--- src/rtl/sys_bus_interconnect_reg.sv ---
`default_nettype none
// ============================================================================
// Module   : sys_bus_interconnect_reg
// Purpose  : Registered system-bus decoder/router. A single master request is
//            routed to one of SN slaves (or broadcast to several), with one
//            pipeline stage on the slave strobes, single-outstanding tracking,
//            a timeout watchdog, decode-error responses and status counters.
// Ports    : clk_i/rst_i      clock, asynchronous active-high reset
//            m_*              master side (addr, wdata, wen, ren, rdata, err, ack)
//            s_*              slave side (shared addr/wdata, per-slave strobes,
//                             packed rdata, per-slave err/ack)
//            busy_o           transaction in flight
//            ovr_o            sticky: strobe arrived while busy
//            to_cnt_o         saturating timeout count
//            clr_i            synchronous clear of ovr_o and to_cnt_o
// Revision : 1.0 - initial release
// ============================================================================
module sys_bus_interconnect_reg #(
    parameter int                 SN         = 16,
    parameter int                 SW         = 20,
    parameter int                 AW         = 32,
    parameter int                 DW         = 32,
    parameter int                 TIMEOUT    = 255,
    parameter int                 BCAST_SRC  = 0,
    parameter logic [SN-1:0]      BCAST_MASK = {SN{1'b0}},
    parameter int                 NOFS       = 4,
    parameter logic [NOFS*SW-1:0] BCAST_OFS  = {NOFS*SW{1'b0}},
    parameter logic [DW-1:0]      ERR_DATA   = DW'(32'hDEAD_BEEF)
) (
    input  logic             clk_i,
    input  logic             rst_i,
    input  logic [AW-1:0]    m_addr,
    input  logic [DW-1:0]    m_wdata,
    input  logic             m_wen,
    input  logic             m_ren,
    output logic [DW-1:0]    m_rdata,
    output logic             m_err,
    output logic             m_ack,
    output logic [AW-1:0]    s_addr,
    output logic [DW-1:0]    s_wdata,
    output logic [SN-1:0]    s_wen,
    output logic [SN-1:0]    s_ren,
    input  logic [SN*DW-1:0] s_rdata,
    input  logic [SN-1:0]    s_err,
    input  logic [SN-1:0]    s_ack,
    output logic             busy_o,
    output logic             ovr_o,
    output logic [15:0]      to_cnt_o,
    input  logic             clr_i
);

    localparam int SL = (SN > 1) ? $clog2(SN) : 1;
    localparam int TW = (TIMEOUT > 1) ? $clog2(TIMEOUT + 1) : 1;

    localparam logic [SL:0]    c_sn          = (SL+1)'(SN);
    localparam logic [SN-1:0]  c_src_onehot  = SN'(1) << BCAST_SRC;
    localparam logic [TW-1:0]  c_wd_last     = TW'((TIMEOUT > 0) ? TIMEOUT - 1 : 0);

    typedef enum logic [1:0] {
        S_IDLE = 2'd0,
        S_WAIT = 2'd1,
        S_RESP = 2'd2
    } state_t;

    state_t            r_state;
    state_t            w_state_nxt;

    logic [SN-1:0]     r_pend;
    logic [SN-1:0]     w_pend_nxt;
    logic              r_err;
    logic              w_err_nxt;
    logic [DW-1:0]     r_rdata;
    logic [DW-1:0]     w_rdata_nxt;
    logic              r_is_rd;
    logic [TW-1:0]     r_wd;
    logic              w_timeout;
    logic [AW-1:0]     r_s_addr;
    logic [DW-1:0]     r_s_wdata;
    logic [SN-1:0]     r_s_wen;
    logic [SN-1:0]     r_s_ren;
    logic              r_ovr;
    logic [15:0]       r_to_cnt;

    // ------------------------------------------------------------------
    // Address decode
    // ------------------------------------------------------------------
    logic [SL-1:0]     w_idx;
    logic              w_idx_ok;
    logic [SN-1:0]     w_onehot;
    logic              w_ofs_hit;
    logic              w_bcast;
    logic [SN-1:0]     w_target;
    logic              w_dec_err;
    logic              w_strobe;
    logic              w_accept;
    logic [SN-1:0]     w_acked;

    assign w_idx    = m_addr[SW+SL-1:SW];
    // Range check before decoding: SN need not be a power of two.
    assign w_idx_ok = ({1'b0, w_idx} < c_sn);

    always_comb begin
        w_onehot  = '0;
        w_ofs_hit = 1'b0;
        for (int i = 0; i < SN; i++) begin
            w_onehot[i] = (w_idx == SL'(i));
        end
        for (int k = 0; k < NOFS; k++) begin
            if (m_addr[SW-1:0] == BCAST_OFS[k*SW +: SW]) begin
                w_ofs_hit = 1'b1;
            end
        end
    end

    assign w_bcast   = m_wen && !m_ren && (w_idx == SL'(BCAST_SRC)) && w_ofs_hit;
    assign w_target  = w_bcast ? (c_src_onehot | BCAST_MASK) : w_onehot;
    assign w_dec_err = !w_idx_ok || (m_wen && m_ren);
    assign w_strobe  = m_wen || m_ren;
    assign w_accept  = (r_state == S_IDLE) && w_strobe;
    assign w_acked   = r_pend & s_ack;

    // ------------------------------------------------------------------
    // FSM next state / datapath next values
    // ------------------------------------------------------------------
    always_comb begin
        w_state_nxt = r_state;
        w_pend_nxt  = r_pend;
        w_err_nxt   = r_err;
        w_rdata_nxt = r_rdata;
        w_timeout   = 1'b0;
        case (r_state)
            S_IDLE: begin
                if (w_strobe) begin
                    // A decode error passes through WAIT with nothing pending
                    // so its response lands on the same cycle as a
                    // zero-wait slave response.
                    w_state_nxt = S_WAIT;
                    w_pend_nxt  = w_dec_err ? '0 : w_target;
                    w_err_nxt   = w_dec_err;
                    w_rdata_nxt = w_dec_err ? ERR_DATA : '0;
                end
            end
            S_WAIT: begin
                w_pend_nxt = r_pend & ~s_ack;
                if (|(w_acked & s_err)) begin
                    w_err_nxt = 1'b1;
                end
                if (r_is_rd) begin
                    for (int i = 0; i < SN; i++) begin
                        if (w_acked[i]) begin
                            w_rdata_nxt = s_rdata[i*DW +: DW];
                        end
                    end
                end
                if (w_pend_nxt == '0) begin
                    w_state_nxt = S_RESP;
                end else if ((TIMEOUT != 0) && (r_wd == c_wd_last)) begin
                    w_timeout   = 1'b1;
                    w_state_nxt = S_RESP;
                    w_pend_nxt  = '0;
                    w_err_nxt   = 1'b1;
                    w_rdata_nxt = ERR_DATA;
                end
            end
            S_RESP: begin
                w_state_nxt = S_IDLE;
            end
            default: begin
                w_state_nxt = S_IDLE;
                w_pend_nxt  = '0;
            end
        endcase
    end

    always_ff @(posedge clk_i or posedge rst_i) begin
        if (rst_i) begin
            r_state <= S_IDLE;
        end else begin
            r_state <= w_state_nxt;
        end
    end

    always_ff @(posedge clk_i or posedge rst_i) begin
        if (rst_i) begin
            r_pend    <= '0;
            r_err     <= 1'b0;
            r_rdata   <= '0;
            r_is_rd   <= 1'b0;
            r_wd      <= '0;
            r_s_addr  <= '0;
            r_s_wdata <= '0;
            r_s_wen   <= '0;
            r_s_ren   <= '0;
            r_ovr     <= 1'b0;
            r_to_cnt  <= '0;
        end else begin
            r_pend  <= w_pend_nxt;
            r_err   <= w_err_nxt;
            r_rdata <= w_rdata_nxt;
            // Slave strobes are single-cycle: only the accept cycle loads them.
            r_s_wen <= '0;
            r_s_ren <= '0;
            if (w_accept) begin
                r_s_addr  <= m_addr;
                r_s_wdata <= m_wdata;
                r_is_rd   <= m_ren;
                if (!w_dec_err) begin
                    if (m_wen) begin
                        r_s_wen <= w_target;
                    end else begin
                        r_s_ren <= w_target;
                    end
                end
            end
            // Watchdog runs only in WAIT, so it is zero on every WAIT entry.
            r_wd <= (r_state == S_WAIT) ? r_wd + 1'b1 : '0;
            if ((r_state != S_IDLE) && w_strobe) begin
                r_ovr <= 1'b1;
            end else if (clr_i) begin
                r_ovr <= 1'b0;
            end
            if (w_timeout) begin
                if (r_to_cnt != 16'hFFFF) begin
                    r_to_cnt <= r_to_cnt + 16'd1;
                end
            end else if (clr_i) begin
                r_to_cnt <= '0;
            end
        end
    end

    assign m_ack    = (r_state == S_RESP);
    assign m_err    = (r_state == S_RESP) && r_err;
    assign m_rdata  = (r_state == S_RESP) ? r_rdata : '0;
    assign s_addr   = r_s_addr;
    assign s_wdata  = r_s_wdata;
    assign s_wen    = r_s_wen;
    assign s_ren    = r_s_ren;
    assign busy_o   = (r_state != S_IDLE);
    assign ovr_o    = r_ovr;
    assign to_cnt_o = r_to_cnt;

endmodule
`default_nettype wire
--- config.mk ---
export PLATFORM = sky130hd
export DESIGN_NAME = sys_bus_interconnect_reg
export DESIGN_NICKNAME = d
export VERILOG_FILES = /design/src/rtl/sys_bus_interconnect_reg.sv
export SDC_FILE = /design/constraint.sdc
export NUM_CORES = 1
export LEC_CHECK = 0
export BUFFER_PORTS_ARGS = -buffer_cell sky130_fd_sc_hd__buf_4
export CORE_AREA = 2 2 293 295
export CTS_CLUSTER_DIAMETER = 80
export CTS_CLUSTER_SIZE = 28
export DETAILED_ROUTE_END_ITERATION = 8
export DIE_AREA = 0 0 295 297
export PLACE_DENSITY = 0.34
export SETUP_SLACK_MARGIN = 0.05
export SYNTH_ARGS = -nofsm -noshare
export SYNTH_HDL_FRONTEND = slang
export SYNTH_SLANG_ARGS = --single-unit
--- constraint.sdc ---
create_clock -name clk_i -period 17.52 [get_ports clk_i]
set_input_delay 3.504 -clock clk_i [delete_from_list [all_inputs] [get_ports clk_i]]
set_output_delay 3.504 -clock clk_i [all_outputs]
set_load 0.02 [all_outputs]
### Word level (Yosys, flattened, before mapping)

Index checks and enable logic that the tools add are counted.

* register bits after elaboration: 173
* bits of input ports: 613
* output and inout bits: 148
* logic and storage cells: 117

* add/sub/neg operators: 2
* eq/ne operators: 22
* mux-type cells: 54
* bitwise operators: 5
* reduce and logical (&&, ||, !) cells: 22

Operators by type and width (number)
* $mux W32: 22
* $mux W16: 14
* $pmux W32 S2: 1
* $and A16 B16 Y16: 3
* $pmux W16 S3: 1
* $eq A4 B4 Y1 const B: 8
* $logic_not A20 Y1: 1
* $add A16 B1 Y16 const B: 1
* $eq A4 B3 Y1 const B: 4
* $logic_not A16 Y1: 1
* $ne A16 B16 Y1 const B: 1
* $not A16 Y16: 1
* $reduce_or A16 Y1: 1
* $mux W1: 10
* $add A8 B1 Y8 const B: 1
* $eq A4 B2 Y1 const B: 2
* $eq A8 B8 Y1 const B: 1
* $mux W8: 1
* $reduce_and A2 Y1: 4
* $reduce_bool A2 Y1: 4
* $logic_and A1 B1 Y1: 7
* $mux W2: 3
* $eq A4 B1 Y1 const B: 1
* $logic_not A4 Y1: 1
* other kinds (11): 11

### Longest topological paths before layout

* depth after elaboration: 21
* depth in mapped cells: 10
* depth with buffers taken out: 8

### Least setup slack after synthesis

No wires, ideal clock.

* path kind: input to register
* start point: input port s_ack[13]
* end point: register r_rdata[10]
* library setup time: 67 ps
* arrival: 4924 ps
* data required time: 17453 ps
* slack: 12529 ps
* stages: 9
* buffers on the path: 3
* path through: and2_1 buf_2 nor3b_4 nor2b_1 buf_4 buf_6 o2111ai_1 a41oi_1 o221a_1

* word-level cells in the longest chain between the ends: 8
* elaborated cells between the ends (all ways): 11
* classes of those cells: 7 x mux; 3 x bitwise; 1 x reduce/logical

Ends and longest elaborated chain
* from (decl): RTL line 45 `input logic [SN-1:0] s_ack,`
* $and A16 B16 Y16: RTL line 120 `assign w_acked = r_pend & s_ack;`
* $mux W32 (3 in series): RTL line 150 `if (w_acked[i]) begin`
* $mux W32: RTL line 148 `if (r_is_rd) begin`
* $mux W32: RTL line 157 `end else if ((TIMEOUT != 0) && (r_wd == c_wd_last)) begin`
* $mux W32 *: RTL line 155 `if (w_pend_nxt == '0) begin`
* $pmux W32 S2 *: RTL line 131 `case (r_state)`
* to (signal assigned): RTL line 199 `r_rdata <= w_rdata_nxt;`
* to (decl): RTL line 72 `logic [DW-1:0] r_rdata;`

Mark *: on every way between the ends. The rest lies on a longest branch, timed or not.
A chain may end at the register's enable or synchronous reset.

### Final worst setup path

* start point: register r_state[1]
* end point: output port m_rdata[2]

* word-level cells in the longest chain between the ends: 2

Ends and longest elaborated chain
* from (decl): RTL line 65 `state_t r_state;`
* from (signal assigned): RTL line 179 `r_state <= w_state_nxt;`
* $eq A2 B2 Y1: RTL line 234 `assign m_rdata = (r_state == S_RESP) ? r_rdata : '0;`
* $mux W32: RTL line 234
* to (decl): RTL line 36 `output logic [DW-1:0] m_rdata,`

Every way passes these cells.

==> results.yml <==
outcome:
  outcome: "completed"
power_and_ir_drop:
  ir_drop_v: 0.0000607
  p_leak_nw: 8.77
  cellPowerDensity_mw_per_mm2: 106
yosys:
  syn_area_per_cell_sq_um: 9.16
  ys_top_cells_by_area: "dfrtp_1 (36%), mux2_2 (6.7%), o21ai_0 (5.3%)"
  synth-seq-area-share_pct: 35.8
  synthArstFlopShare_pct: 100
  synth_nets: 1937
  ys.flop_type: "dfrtp_1"
  yosys-top-cells-count: "dfrtp_1 (173), o21ai_0 (129), nor2_1 (98), nand2_1 (73)"
  synth_area_sq_mm: 0.0121
  ys_warn_count: 0
  ys_seq_elements: 173
  yosysMostFrequentCell: "dfrtp_1"
  synth_top_area_share_pct: 35.8
  synth_cell_type_count: 72
  synth-edff-count: 0
  syn-instance-count: 1321
  synth_top_area_cell: "dfrtp_1"
clocking:
  numCtsBuffers: 17
  path_clk_slew_ns: 0.08
  clockRootBuffer: "clkbuf_16"
  postCtsSetupBuffers: 0
  clk_latency_ns: 0.48
  ctsHtreeMaxLevel: 4
  clockBufferDepth: 2
  cts_tree: "built"
  cts.sinks: 173
  hold_buffers: 0
  cts_resized: 0
drt:
  ant_nets: 0
  viasPerCell: 4.71
  vias: 15000
  first_pass_iters: 5
  wl_um: 96900
  route.detailed.drc: 0
  drt_iter0_markers: 1085
  wl_per_cell_um: 30.4
setup_path:
  path_class: "reg -> out"
  cp.required_ns: 14.02
  reg2reg_slack_ns: 14.39
  startpoint: "r_state[1]"
  crit_end: "m_rdata[2]"
  worstPathArrival_ns: 2.33
  critical-path-max-stage-delay_ns: 0.62
  crit_chain: "nor2b_4 -> buf_4 -> and2_1 -> buf_4"
  worstSetupEndpointType: "primary output"
  reg2reg_to: "r_rdata[3]"
  reg2reg_depth: 7
  crit_slowest_cell: "nor2b_4"
  crit_path_start_kind: "flop"
  reg2reg_from: "r_pend[3]"
  cpMostUsedCell: "buf_4"
  crit_path_max_fanout: 18
timing:
  hold_violations: 0
  max-slew-margin-rel_pct: 18.2
  period_needed_ns: 5.84
  tns_ns: 0
  hold-worst-slack_ns: 0.490
  fin_skew_ns: 0.0168
  fin_crit_sh_pct: 33.3
  fmax_ghz: 0.171
  setup_violations: 0
  slew_viol_final: 0
  worstMarginPinSlew_ns: 1.23
  rsz0062_at_grt: "no"
placed_design:
  gp_congestion: 0.941
  dp_hpwl_um: 78200
  portBuffers: 760
floorplan:
  coreArea_sq_mm: 0.0845
  die_h_um: 297
  initial_core_util_pct: 14.3
  io_pins: 761
  die-area_sq_mm: 0.0876
  die-width_um: 295
  rows: 107
global_route:
  grt_pass1_vias: 15900
  grt_max_degree: 109
  grt-ovfl-total: 0
  grt_pass1_wl_um: 131000
  gr-usage-all-layers_pct: 21.5
  antenna_found_initial: 35
flow_run:
  maxCapViolCount: 0
finish:
  multiInputGateArea_sq_mm: 0.00722
  register_area_sq_mm: 0.00433
  drive_above_1_share_pct: 46.0
  fillerInstances: 9385
  fin_nets: 2637
  areaGrowthSynthToFinish_pct: 62.6
min_path:
  hold_path.class: "reg -> reg"
[metal layers]
layer	up-vias	GRT usage [%]	part of all wire (%)
li1	6578	-	-
met1	7498	24.2	38
met2	767	39.0	51
met3	150	6.41	8.0
met4	28	5.61	2.5
met5	-	0	0.18
[placed cells by master, fill, tap and decap left out, types with 7 or more instances in the layout]
cell type,count
buf_4,792
dfrtp_1,173
o21ai_0,129
nor2_1,95
mux2_2,72
nand2_1,67
and2_1,62
a221o_1,56
a221oi_1,41
nor3_1,40
o2bb2ai_1,40
o211ai_1,33
inv_1,32
nand3_1,26
mux2i_1,24
o22a_1,24
o2111ai_1,24
a41oi_1,24
o221a_1,24
nor2b_1,19
a21oi_1,17
clkbuf_16,17
o221ai_1,16
o21ai_1,12
and3_1,11
a22oi_1,11
a31oi_1,11
nand4_1,10
nand2b_1,9
o22ai_1,9
a32oi_1,9
diode_2,8
nand2_2,7
[where the power goes]
part           switching [mW]  internal (mW)
sequential              0.106          0.524
clock                   0.210          0.195
combinational           0.573          0.483
total                   0.889           1.20
[worst max-delay path, delay by kind of cell (launching register included)]
kind,cells,cell delay (ns)
and+or+nand+nor,2,0.84
DFF,1,0.45
buffers and inverters,2,0.57
[stage by stage]
| step | util (%) | setup slack, ns | area, sq um | cells | power [mW] |
|---|---|---|---|---|---|
| floorplan | - | 9.33 | 12100 | 1321 | 1.19 |
| global placement | 22.6 | 11.32 | 19100 | 3146 | 1.70 |
| detailed placement | 22.6 | 11.29 | 19100 | 3146 | 1.71 |
| CTS | 23.3 | 11.57 | 19700 | 3178 | 2.12 |
| global route | 23.3 | 11.57 | 19700 | 3183 | 2.21 |
| finish | 23.3 | 11.68 | 19700 | 3186 | 2.09 |
[logic make-up (layout without fill, tap and decap cells)]
family,after synthesis,count (layout),synth area share (%)
and+or+nand+nor,380,380,16.2
adders and majority gates,3,3,0.310
DFF,173,173,35.8
other,0,8,0
AOI/OAI and AO/OA,517,517,33.3
xor gates and xnor gates,7,7,0.507
buffers and inverters,145,858,5.16
muxes,96,96,8.69
[how the worst min path moves through the flow]
stage | cells past startpoint | slack, ns | start | to
global placement | 1 | 0.48 | r_wd[0] | r_wd[0]
floorplan | 1 | 0.45 | r_wd[0] | r_wd[0]
detailed placement | 1 | 0.48 | r_wd[0] | r_wd[0]
CTS | 1 | 0.49 | r_wd[0] | r_wd[0]
finish | 1 | 0.49 | r_wd[0] | r_wd[0]
global route | 1 | 0.52 | s_addr[25] | s_addr[25]
[layout make-up]
class	instances	area share [%]
Multi-Input combinational cell	1003	36.7
Timing Repair Buffer	792	30.2
Sequential cell	173	22.0
Tap cell	1144	7.28
Clock buffer	19	2.25
Clock inverter	13	0.757
Inverter	34	0.687
Antenna cell	8	0.102
[sequential cells by signal, indices dropped and copies added, names as in the netlist]
register	flops
r_rdata	32
s_addr	32
s_wdata	32
r_pend	16
s_ren	16
s_wen	16
to_cnt_o	16
r_wd	8
r_state	2
ovr_o	1
r_err	1
r_is_rd	1
(Power assumes the default switching activity.)
